[src/rtl/pwm_if.sv]
// Register-side and pin-side signals of the PWM output block.
interface pwm_if;
  logic [7:0] en_reg_out_7_0;
  logic [7:0] en_reg_out_15_8;
  logic [7:0] en_reg_pwm_7_0;
  logic [7:0] en_reg_pwm_15_8;
  logic [7:0] pwm_duty_cycle;
  logic [7:0] out_7_0;
  logic [7:0] out_15_8;
  logic       period_start;

  // Register block side: drives configuration, observes pins.
  modport master (
    output en_reg_out_7_0, en_reg_out_15_8, en_reg_pwm_7_0, en_reg_pwm_15_8,
           pwm_duty_cycle,
    input  out_7_0, out_15_8, period_start
  );

  // Peripheral side: consumes configuration, drives pins.
  modport slave (
    input  en_reg_out_7_0, en_reg_out_15_8, en_reg_pwm_7_0, en_reg_pwm_15_8,
           pwm_duty_cycle,
    output out_7_0, out_15_8, period_start
  );
endinterface

[src/rtl/pwm_peripheral.sv]
// 16-channel output driver: each pin is forced low, forced high, or follows a
// shared 8-bit PWM waveform whose duty is shadowed at period boundaries.
module pwm_peripheral #(
  parameter int unsigned PRESCALE = 13
) (
  input  logic clk,
  input  logic rst_n,
  pwm_if.slave bus
);

  localparam int unsigned PRESC_W = (PRESCALE > 1) ? $clog2(PRESCALE) : 1;
  localparam logic [PRESC_W-1:0] PRESC_MAX = PRESC_W'(PRESCALE - 1);
  localparam logic [7:0] CNT_LAST = 8'd254;
  localparam logic [7:0] DUTY_FULL = 8'hFF;

  logic [PRESC_W-1:0] presc_cnt_q, presc_cnt_d;
  logic [7:0]         pwm_cnt_q, pwm_cnt_d;
  logic [7:0]         duty_sh_q, duty_sh_d;
  logic               run_q, run_d;
  logic               period_start_q, period_start_d;
  logic [15:0]        out_q, out_d;

  logic        tick;
  logic        wrap;
  logic        pwm_sig;
  logic [15:0] en_out;
  logic [15:0] en_pwm;

  assign en_out = {bus.en_reg_out_15_8, bus.en_reg_out_7_0};
  assign en_pwm = {bus.en_reg_pwm_15_8, bus.en_reg_pwm_7_0};

  // Next-state: counters hold for one clk after reset so the first period
  // starts with a period_start pulse like every later period.
  always_comb begin
    presc_cnt_d    = presc_cnt_q;
    pwm_cnt_d      = pwm_cnt_q;
    duty_sh_d      = duty_sh_q;
    run_d          = 1'b1;
    period_start_d = 1'b0;
    out_d          = 16'h0000;

    tick    = run_q && (presc_cnt_q == PRESC_MAX);
    wrap    = tick && (pwm_cnt_q == CNT_LAST);
    pwm_sig = (duty_sh_q == DUTY_FULL) || (pwm_cnt_q < duty_sh_q);

    if (run_q) begin
      presc_cnt_d = tick ? '0 : presc_cnt_q + PRESC_W'(1);
    end
    if (tick) begin
      pwm_cnt_d = wrap ? 8'd0 : pwm_cnt_q + 8'd1;
    end
    if (wrap) begin
      duty_sh_d = bus.pwm_duty_cycle;
    end

    period_start_d = !run_q || wrap;
    out_d          = en_out & (~en_pwm | {16{pwm_sig}});
  end

  // State and output registers.
  always_ff @(posedge clk or negedge rst_n) begin
    if (!rst_n) begin
      presc_cnt_q    <= '0;
      pwm_cnt_q      <= 8'd0;
      duty_sh_q      <= 8'd0;
      run_q          <= 1'b0;
      period_start_q <= 1'b0;
      out_q          <= 16'h0000;
    end else begin
      presc_cnt_q    <= presc_cnt_d;
      pwm_cnt_q      <= pwm_cnt_d;
      duty_sh_q      <= duty_sh_d;
      run_q          <= run_d;
      period_start_q <= period_start_d;
      out_q          <= out_d;
    end
  end

  assign bus.out_7_0      = out_q[7:0];
  assign bus.out_15_8     = out_q[15:8];
  assign bus.period_start = period_start_q;

endmodule

[src/flat_wrapper.sv]
// flat-port wrapper written by rule: the top's interface ports become plain ports
module pwm_peripheral_flat 
#(
  parameter int unsigned PRESCALE = 13
)
  (clk, rst_n, bus_en_reg_out_7_0, bus_en_reg_out_15_8, bus_en_reg_pwm_7_0, bus_en_reg_pwm_15_8, bus_pwm_duty_cycle, bus_out_7_0, bus_out_15_8, bus_period_start);
  pwm_if bus_i ();
  input  logic clk;
  input  logic rst_n;
  input wire logic [$bits(bus_i.en_reg_out_7_0)-1:0] bus_en_reg_out_7_0;
  input wire logic [$bits(bus_i.en_reg_out_15_8)-1:0] bus_en_reg_out_15_8;
  input wire logic [$bits(bus_i.en_reg_pwm_7_0)-1:0] bus_en_reg_pwm_7_0;
  input wire logic [$bits(bus_i.en_reg_pwm_15_8)-1:0] bus_en_reg_pwm_15_8;
  input wire logic [$bits(bus_i.pwm_duty_cycle)-1:0] bus_pwm_duty_cycle;
  output wire logic [$bits(bus_i.out_7_0)-1:0] bus_out_7_0;
  output wire logic [$bits(bus_i.out_15_8)-1:0] bus_out_15_8;
  output wire logic [$bits(bus_i.period_start)-1:0] bus_period_start;
  assign bus_i.en_reg_out_7_0 = bus_en_reg_out_7_0;
  assign bus_i.en_reg_out_15_8 = bus_en_reg_out_15_8;
  assign bus_i.en_reg_pwm_7_0 = bus_en_reg_pwm_7_0;
  assign bus_i.en_reg_pwm_15_8 = bus_en_reg_pwm_15_8;
  assign bus_i.pwm_duty_cycle = bus_pwm_duty_cycle;
  assign bus_out_7_0 = bus_i.out_7_0;
  assign bus_out_15_8 = bus_i.out_15_8;
  assign bus_period_start = bus_i.period_start;
  pwm_peripheral #(.PRESCALE(PRESCALE)) u_core (.clk(clk), .rst_n(rst_n), .bus(bus_i));
endmodule
[config.mk]
export PLATFORM = sky130hd
export DESIGN_NAME = pwm_peripheral_flat
export DESIGN_NICKNAME = d
export VERILOG_FILES = /design/src/rtl/pwm_if.sv /design/src/rtl/pwm_peripheral.sv /design/src/flat_wrapper.sv
export SDC_FILE = /design/constraint.sdc
export NUM_CORES = 1
export LEC_CHECK = 0
export ABC_AREA = 1
export ABC_CLOCK_PERIOD_IN_PS = 2300
export CELL_PAD_IN_SITES_DETAIL_PLACEMENT = 1
export CELL_PAD_IN_SITES_GLOBAL_PLACEMENT = 1
export CORE_AREA = 2 2 75 77
export DETAILED_ROUTE_END_ITERATION = 6
export DIE_AREA = 0 0 77 79
export PLACE_DENSITY_LB_ADDON = 0.1
export RECOVER_POWER = 100
export SYNTH_ARGS = -nofsm -noshare
export SYNTH_HDL_FRONTEND = slang
export SYNTH_SLANG_ARGS = --single-unit
[constraint.sdc]
create_clock -name clk -period 2.3 [get_ports clk]
set_input_delay 0.575 -clock clk [delete_from_list [all_inputs] [get_ports clk]]
set_output_delay 0.575 -clock clk [all_outputs]
set_load 0.005 [all_outputs]
* After elaboration in Yosys (flattened, before gate mapping) *
Cells that the tools add are included.

operators by class
  bitwise logic cells = 3
  reductions and logical operators = 5
  eq/ne operators = 3
  multiplexer cells = 2
  add/sub/neg operators = 2
  $lt $le $gt $ge = 1

operators by type and width
  operator                                      count
  bitwise AND 16 bit                            1
  == test 8 bit (second input constant)         2
  NOT 16 bit                                    1
  OR 16 bit                                     1
  adder 8 x 1 -> 8 bit (second input constant)  1
  < comparator 8 bit                            1
  two-way mux 8 bit                             1
  adder 4 x 1 -> 4 bit (second input constant)  1
  == test 4 bit (second input constant)         1
  two-way mux 4 bit                             1
  logical AND 1 bit                             2
  logical OR 1 bit                              2
  zero test 1 bit                               1

word-level totals
  input bits = 42
  flip-flop bits (word level) = 38

* Longest topological paths before layout *
Gate-level depths: netlist of run 1.

  word-level depth = 4
  depth in mapped cells = 12
  gate-level depth less buffers = 11

* Least setup slack after synthesis of run 1 *
No wires, ideal clock.

  path type = flip-flop to flip-flop
  from = register u_core.duty_sh_q[5]
  to = register u_core.out_q[10]
  path buffers = 1
  arrival = 1,440 ps
  stages on the path, launching flop included = 11
  required time = 2,237 ps
  slack = 798 ps
  cell sequence = dfrtp_1 -> inv_1 -> ha_1 -> a21oi_1 -> nor2_1 -> nor3_1 -> nand2_1 -> buf_4 -> nand3_1 -> nand2_1 -> inv_1

on the way
  cells in the longest elaborated chain, start to end = 4
  elaborated cells on any way between the ends = 5
  those cells by class = order compare (1); eq/ne (1); bitwise (2); reduce/logical (1)

RTL lines
  element                                                     RTL line              text
  start, declared                                             pwm_peripheral.sv:18  logic [7:0] duty_sh_q, duty_sh_d;
  start signal, assigned                                      pwm_peripheral.sv:72  duty_sh_q <= duty_sh_d;
  < comparator 8 bit / == test 8 bit (equally long branches)  pwm_peripheral.sv:44  pwm_sig = (duty_sh_q == DUTY_FULL) || (pwm_cnt_q < duty_sh_q);
  logical OR 1 bit *                                          pwm_peripheral.sv:44
  OR 16 bit *                                                 pwm_peripheral.sv:57  out_d = en_out & (~en_pwm | {16{pwm_sig}});
  bitwise AND 16 bit *                                        pwm_peripheral.sv:57
  named net u_core.out_d[10]                                  pwm_peripheral.sv:21  logic [15:0] out_q, out_d;
  end signal, assigned                                        pwm_peripheral.sv:75  out_q <= out_d;
  end, declared                                               pwm_peripheral.sv:21

The timed path passes the listed nets; every way through them passes the cells marked *.
A chain may end at the register's enable or synchronous reset.

* Final worst setup path of run 1 *
  from = register u_core.presc_cnt_q[0]
  to = register u_core.duty_sh_q[2]

on the way
  cells in the longest elaborated chain, start to end = 3

RTL lines
  element                 RTL line              text
  start, declared         pwm_peripheral.sv:16  logic [PRESC_W-1:0] presc_cnt_q, presc_cnt_d;
  start signal, assigned  pwm_peripheral.sv:70  presc_cnt_q <= presc_cnt_d;
  == test 4 bit           pwm_peripheral.sv:42  tick = run_q && (presc_cnt_q == PRESC_MAX);
  logical AND 1 bit       pwm_peripheral.sv:42
  logical AND 1 bit       pwm_peripheral.sv:43  wrap = tick && (pwm_cnt_q == CNT_LAST);

Every way passes these cells.

==> impl_metrics.csv, run 1 <==
group,metric,value,unit
cts,clock-sinks,38,
yosys,synth_top_area_share,52.3,%
setup_path,worstRegToRegCells,8,
global_route,grt_pass1_vias,1653,
sta,finalSetupViolations,0,
setup_path,critPathSlowestCell,"nor2_1",
drt,vias,1510,
placed_design,post-place-ws,0.419,ns
yosys,synthAdderAreaFrac,7.57,%
cts,clk_pin_slew_worst_paths,0.08,ns
sta,slew_viol_final,0,
setup_path,r2r_slack,0.40,ns
drt,initialDrtViolationCount,40,
sta,worst_slew_pin_slew,0.935,ns
yosys,synth_seq_cells,38,
layout,area_growth,40.4,%
cts,ctsHoldBuffers,0,
yosys,synth_warnings,0,
drt,drc,0,
cts,cts_max_path_buffers,2,
layout,stdcell_count,340,
sta,period_needed,1.90,ns
outcome,status,"complete, no violations",
yosys,synthSimpleGateAreaFrac,21.0,%
layout,fill_cells,666,
sta,period_share,82.5,%
pwr,leakage,1.27,nW
global_route,grt_start_max_net_pins,39,
yosys,synth-compound-area-share,8.73,%
setup_path,reg2reg_to,"u_core.duty_sh_q[2]",
floorplanning,coreArea,5340,um^2
drt,via_per_inst,4.44,
job,drv_cap,0,
yosys,yosys-top-cells-area,"dfrtp_1, nand2_1, inv_1",
floorplanning,die_h,79,um
sta,rsz0062_at_grt,"no",
drt,first_pass_iters,3,
yosys,yosysSeqAreaShare,52.3,%
layout,final_layout_size_suffix_gt1_share,6.34,%
setup_path,worstPathCellList,"inv_1 -> ha_1 -> nand2_1 -> nor2_1 -> nand3_4 -> clkinvlp_4 -> nand2_1 -> o21ai_0",
floorplanning,die_x,77,um
setup_path,path_common_cell,"nand2_1",
layout,final_nets,320,
setup_path,r2r-start,"u_core.presc_cnt_q[0]",
cts,cts_resized,0,
yosys,synthMuxAreaShare,0,%
sta,hold_viol,0,
placed_design,post-dp-hpwl,3290,um
yosys,synth-xor-area-share,0,%
yosys,syn-cell-area,1820,um^2
yosys,ys_types,25,
drt,routed_wl,4330,um
setup_path,required,2.50,ns
cts,clock_latency,0.29,ns
cts,root_buffer,"clkbuf_8",
pwr,vdd_drop_max,0.000328,V
placed_design,placed_cells,332,
global_route,grt_pass1_wl,7650,um
yosys,synth_area_leader_cell,"dfrtp_1",
setup_path,worstSetupStartpointType,"register",
yosys,syn_avg_cell_area,8.92,um^2
setup_path,slowest_delay,0.47,ns
setup_path,cp.arrival,2.10,ns
floorplanning,floorplan.initialDensity,34.1,%
sta,fin_setup_tns,0,ns
cts,htreeDepth,2,
global_route,antenna_found_initial,0,
drt,antenna_left,0,
floorplanning,die_area,6080,um^2
setup_path,critPathCaptureType,"register",
worst_hold_path,hold_class,"input port to async pin",
cts,post_cts_buffers,0,
yosys,netlist_instances,204,
sta,relSlewSlack,37.7,%
cts,cts_tree,"built",
cts,cts_buffers,5,
global_route,gr-usage-all-layers,15.9,%
pwr,p_per_area,641,nW/um^2
yosys,syn_nets,257,
yosys,synth_top_family_by_area,"simple AND/OR/NAND/NOR gates",
drt,wl_per_cell,12.7,um
setup_path,path_max_fanout,16,
floorplanning,boundaryPins,59,
sta,finClkSkew,0.00580,ns
floorplanning,num_rows,27,
setup_path,worst-setup-path-type,"register to register",
sta,worst_slack,0.402,ns
global_route,overflow,0,
layout,diodes,0,
sta,clock.fmax,0.527,GHz
placed_design,routabilityCongestion,0.727,
placed_design,portBuffers,58,
## where the power goes
part	internal [mW]	switching, mW
Sequential	0.739	0.0523
Clock	0.325	0.229
Combinational	0.151	0.143
## how the worst max path moves through the flow
stage / from / to / slack [ns]
6_report: u_core.presc_cnt_q[0] / u_core.duty_sh_q[2] / 0.40
5_1_grt: u_core.presc_cnt_q[0] / u_core.duty_sh_q[2] / 0.12
4_1_cts: u_core.pwm_cnt_q[5] / u_core.out_q[11] / 0.38
3_5_place_dp: u_core.duty_sh_q[5] / u_core.out_q[11] / 0.42
3_3_place_gp: u_core.duty_sh_q[5] / u_core.out_q[11] / 0.44
2_1_floorplan: u_core.duty_sh_q[5] / u_core.out_q[10] / 0.80
## critical path: cells and delay by family (launching register included)
family | cells | cell delay (ns)
and+or+nand+nor | 4 | 0.81
DFF | 1 | 0.38
buffers and inverters | 2 | 0.38
adders and majority gates | 1 | 0.16
AOI/OAI and AO/OA | 1 | 0.08
## cells by family (layout without fill, tap and decap cells)
logic type,after synthesis,count (layout)
buffers and inverters,44,108
adders and majority gates,11,11
DFF,38,38
AOI/OAI and AO/OA,28,28
other,1,1
and+or+nand+nor,82,82
## metal layers
layer / routed length, um / track usage [%] / part of all wire (%)
met5: 0 / 0 / 0
met4: 42 / 4.29 / 0.97
met3: 368 / 6.70 / 8.5
met2: 2020 / 26.0 / 47
met1: 1900 / 19.5 / 44
## state kept, by name, summed over array words and instances, names as in the netlist
register and flops:
u_core.run_q 1, u_core.duty_sh_q 8, u_core.bus.period_start 1, u_core.presc_cnt_q 4, u_core.pwm_cnt_q 8, u_core.out_q 16
## stage by stage
step | hold WS [ns] | instance area (um^2) | power [mW] | utilization (%)
floorplan | 0.279 | 1820 | 0.945 | -
CTS | 0.346 | 2570 | 1.68 | 48.2
global route | 0.585 | 2550 | 1.76 | 47.9
global placement | 0.531 | 2460 | 1.10 | 46.2
finish | 0.503 | 2550 | 1.64 | 47.9
detailed placement | 0.533 | 2460 | 1.12 | 46.2
## cell type report
| cell class | count | area (um^2) | share of cell area, % |
|---|---|---|---|
| Clock buffer | 7 | 76.3 | 2.99 |
| Inverter | 41 | 158 | 6.17 |
| Timing Repair Buffer | 59 | 581 | 22.7 |
| Sequential cell | 38 | 951 | 37.2 |
| Clock inverter | 1 | 30.0 | 1.18 |
| Tap cell | 72 | 90.1 | 3.53 |
| Multi-Input combinational cell | 122 | 669 | 26.2 |
## synthesized netlist by cell type
library cell / instances
nand2_1: 44
inv_1: 40
dfrtp_1: 38
nand3_1: 18
o21ai_0: 13
ha_1: 11
a21oi_1: 9
nor2_1: 5
nor3_1: 5
nand2_2: 4
o21ai_2: 3
a21o_1: 1
a2bb2oi_1: 1
a31oi_1: 1
and3_1: 1
buf_2: 1
buf_4: 1
buf_8: 1
clkinv_4: 1
conb_1: 1
nand3_4: 1
nor2_2: 1
nor2_4: 1
nor3_2: 1
nor4_1: 1
## placed cells by master (no fill, tap or decap), types with 5 or more instances in the layout
cell type        instances
nand2_1                 45
ha_1                    11
inv_1                   40
nor2_1                   7
a21oi_1                  9
nor3_1                   5
dlygate4sd3_1           17
dfrtp_1                 38
nand3_1                 18
o21ai_0                 13
clkdlybuf4s50_1         40
clkbuf_8                 5
No activity file was read; power rests on OpenSTA's default activity.
==> run 2, diff against run 1 <==
--- a/config.mk
+++ b/config.mk
@@ -6,12 +6,12 @@
 export NUM_CORES = 1
 export LEC_CHECK = 0
 export ABC_AREA = 1
-export ABC_CLOCK_PERIOD_IN_PS = 2300
+export ABC_CLOCK_PERIOD_IN_PS = 1500
 export CELL_PAD_IN_SITES_DETAIL_PLACEMENT = 1
 export CELL_PAD_IN_SITES_GLOBAL_PLACEMENT = 1
-export CORE_AREA = 2 2 75 77
+export CORE_AREA = 2 2 81 83
 export DETAILED_ROUTE_END_ITERATION = 6
-export DIE_AREA = 0 0 77 79
+export DIE_AREA = 0 0 83 85
 export PLACE_DENSITY_LB_ADDON = 0.1
 export RECOVER_POWER = 100
 export SYNTH_ARGS = -nofsm -noshare
==> constraint.sdc (replaced) <==
create_clock -name clk -period 1.5 [get_ports clk]
set_input_delay 0.375 -clock clk [delete_from_list [all_inputs] [get_ports clk]]
set_output_delay 0.375 -clock clk [all_outputs]
set_load 0.005 [all_outputs]
==> impl_metrics.csv, run 2 (same netlist as run 1, synthesis figures left out) <==
group,metric,value,unit
outcome,status,"complete, but fails checks",
outcome,violations,"setup timing",
layout,largest_reg_flops,16,
global_route,gr-usage-all-layers,15.4,%
drt,first_pass_iters,4,
job,drv_cap,0,
sta,hold-worst-slack,0.306,ns
drt,drc,0,
layout,area_growth,63.7,%
setup_path,critPathCaptureType,"register",
setup_path,worst-setup-path-type,"register to register",
sta,relSlewSlack,34.3,%
layout,reg.largest.list,"u_core.out_q x16, u_core.duty_sh_q x8, u_core.pwm_cnt_q x8",
sta,hold_viol,0,
cts,clock_latency,0.30,ns
drt,antenna_left,0,
sta,clock.fmax,0.635,GHz
drt,routed_wl,4910,um
setup_path,worstSetupStartpointType,"register",
floorplanning,floorplan.initialDensity,29.3,%
cts,clk_pin_slew_worst_paths,0.08,ns
layout,final-seq-area,951,um^2
placed_design,placed_cell_area,2620,um^2
floorplanning,coreArea,6200,um^2
global_route,grt_pass1_vias,1775,
layout,final_layout_size_suffix_gt1_share,28.2,%
drt,initialDrtViolationCount,30,
global_route,overflow,0,
layout,stdcell_count,371,
setup_path,path_max_fanout,8,
sta,slew_viol_final,0,
global_route,antenna_found_initial,0,
drt,wl_met3,379,um
cts,clock-sinks,38,
pwr,power,2.75,mW
layout,final_cell_mix,"clkdlybuf4s50_1, dfrtp_1, nand2_1",
setup_path,required,1.74,ns
pwr,p_per_area,923,nW/um^2
sta,rsz0062_at_grt,"yes",
sta,finClkSkew,0.00983,ns
pwr,vdd_drop_max,0.000477,V
drt,vias,1640,
drt,highest_layer,"met4",
placed_design,portBuffers,58,
placed_design,placed_cells,353,
setup_path,cp.arrival,1.81,ns
sta,finalSetupViolations,16,
drt,m1WireLength,2010,um
global_route,grt_pass1_wl,8460,um
drt,wl_per_cell,13.2,um
worst_hold_path,hold_class,"input port to async pin",
sta,worst_slack,-0.0739,ns
floorplanning,die_h,85,um
sta,worst_slew_pin_slew,0.985,ns
sta,period_needed,1.57,ns
floorplanning,num_rows,29,
layout,finalInstanceArea,2980,um^2
cts,cts_tree,"built",
placed_design,post-dp-hpwl,3470,um
placed_design,routabilityCongestion,0.738,
layout,layout_commonest_cell,"clkdlybuf4s50_1",
cts,cts_max_path_buffers,2,
floorplanning,boundaryPins,59,
cts,htreeDepth,2,
cts,root_buffer,"clkbuf_8",
layout,multiInputGateArea,852,um^2
layout,fill_cells,739,
pwr,leakage,1.46,nW
floorplanning,die_area,7060,um^2
drt,via_per_inst,4.42,
global_route,grt_start_max_net_pins,39,
drt,wl_met2,2450,um
layout,diodes,0,
cts,cts_buffers,5,
sta,fin_setup_tns,-0.887,ns
layout,utilization,48.0,%
layout,regMostFlops,"u_core.out_q",
floorplanning,die_x,83,um
placed_design,post-place-ws,-0.0708,ns
sta,period_share,105,%
layout,final_nets,346,
## run 2: critical path, stage by stage (launching register included)
cell and delay (ns):
dfrtp_1 0.43, ha_4 0.27, a21oi_4 0.15, nor2_2 0.05, nor3_2 0.18, nand2_4 0.11
buf_16 0.16, nand3_4 0.05, nand2_2 0.06, inv_2 0.05
## run 2: final timing paths
check	start	end	slack, ns	cells after the start
min	rst_n	u_core.duty_sh_q[2]	0.31	2
max in group asynchronous	rst_n	u_core.out_q[11]	0.58	2
min in group clk	u_core.presc_cnt_q[3]	u_core.presc_cnt_q[3]	0.55	2
max reg2reg	u_core.pwm_cnt_q[5]	u_core.out_q[11]	-0.07	9
min reg2reg	u_core.presc_cnt_q[3]	u_core.presc_cnt_q[3]	0.55	2
max	u_core.pwm_cnt_q[5]	u_core.out_q[11]	-0.07	9
## run 2: layout make-up
type | count | share of cell area (%)
clock inverter | 3 | 1.51
clock buffer | 5 | 2.31
timing repair inverter | 1 | 0.294
multi-input combinational | 122 | 28.6
inverter | 41 | 5.59
sequential | 38 | 31.9
tap | 77 | 3.24
timing repair buffer | 84 | 26.5
## run 2: metal layers
| metal | track usage, % | vias to the layer above |
|---|---|---|
| met5 | 0 | - |
| met4 | 5.37 | 0 |
| met3 | 6.61 | 6 |
| met2 | 26.1 | 40 |
| met1 | 17.4 | 780 |
| li1 | - | 814 |
## run 2: repair_timing
item / 4_1_cts / 5_1_grt
buffers inserted: 3 / 5
hold endpoints to repair: 0 / 0
setup endpoints to repair: 33 / 32
pin swaps: 12 / 15
hold buffers: 0 / 0
cloned: 1 / 1
gates resized for setup: 38 / 33
## run 2: report_power, final
part           leakage, nW  internal (mW)  switching (mW)
Combinational        0.975          0.359           0.299
Sequential           0.436           1.13          0.0660
Clock               0.0504          0.495           0.396
Total                 1.46           1.99           0.761
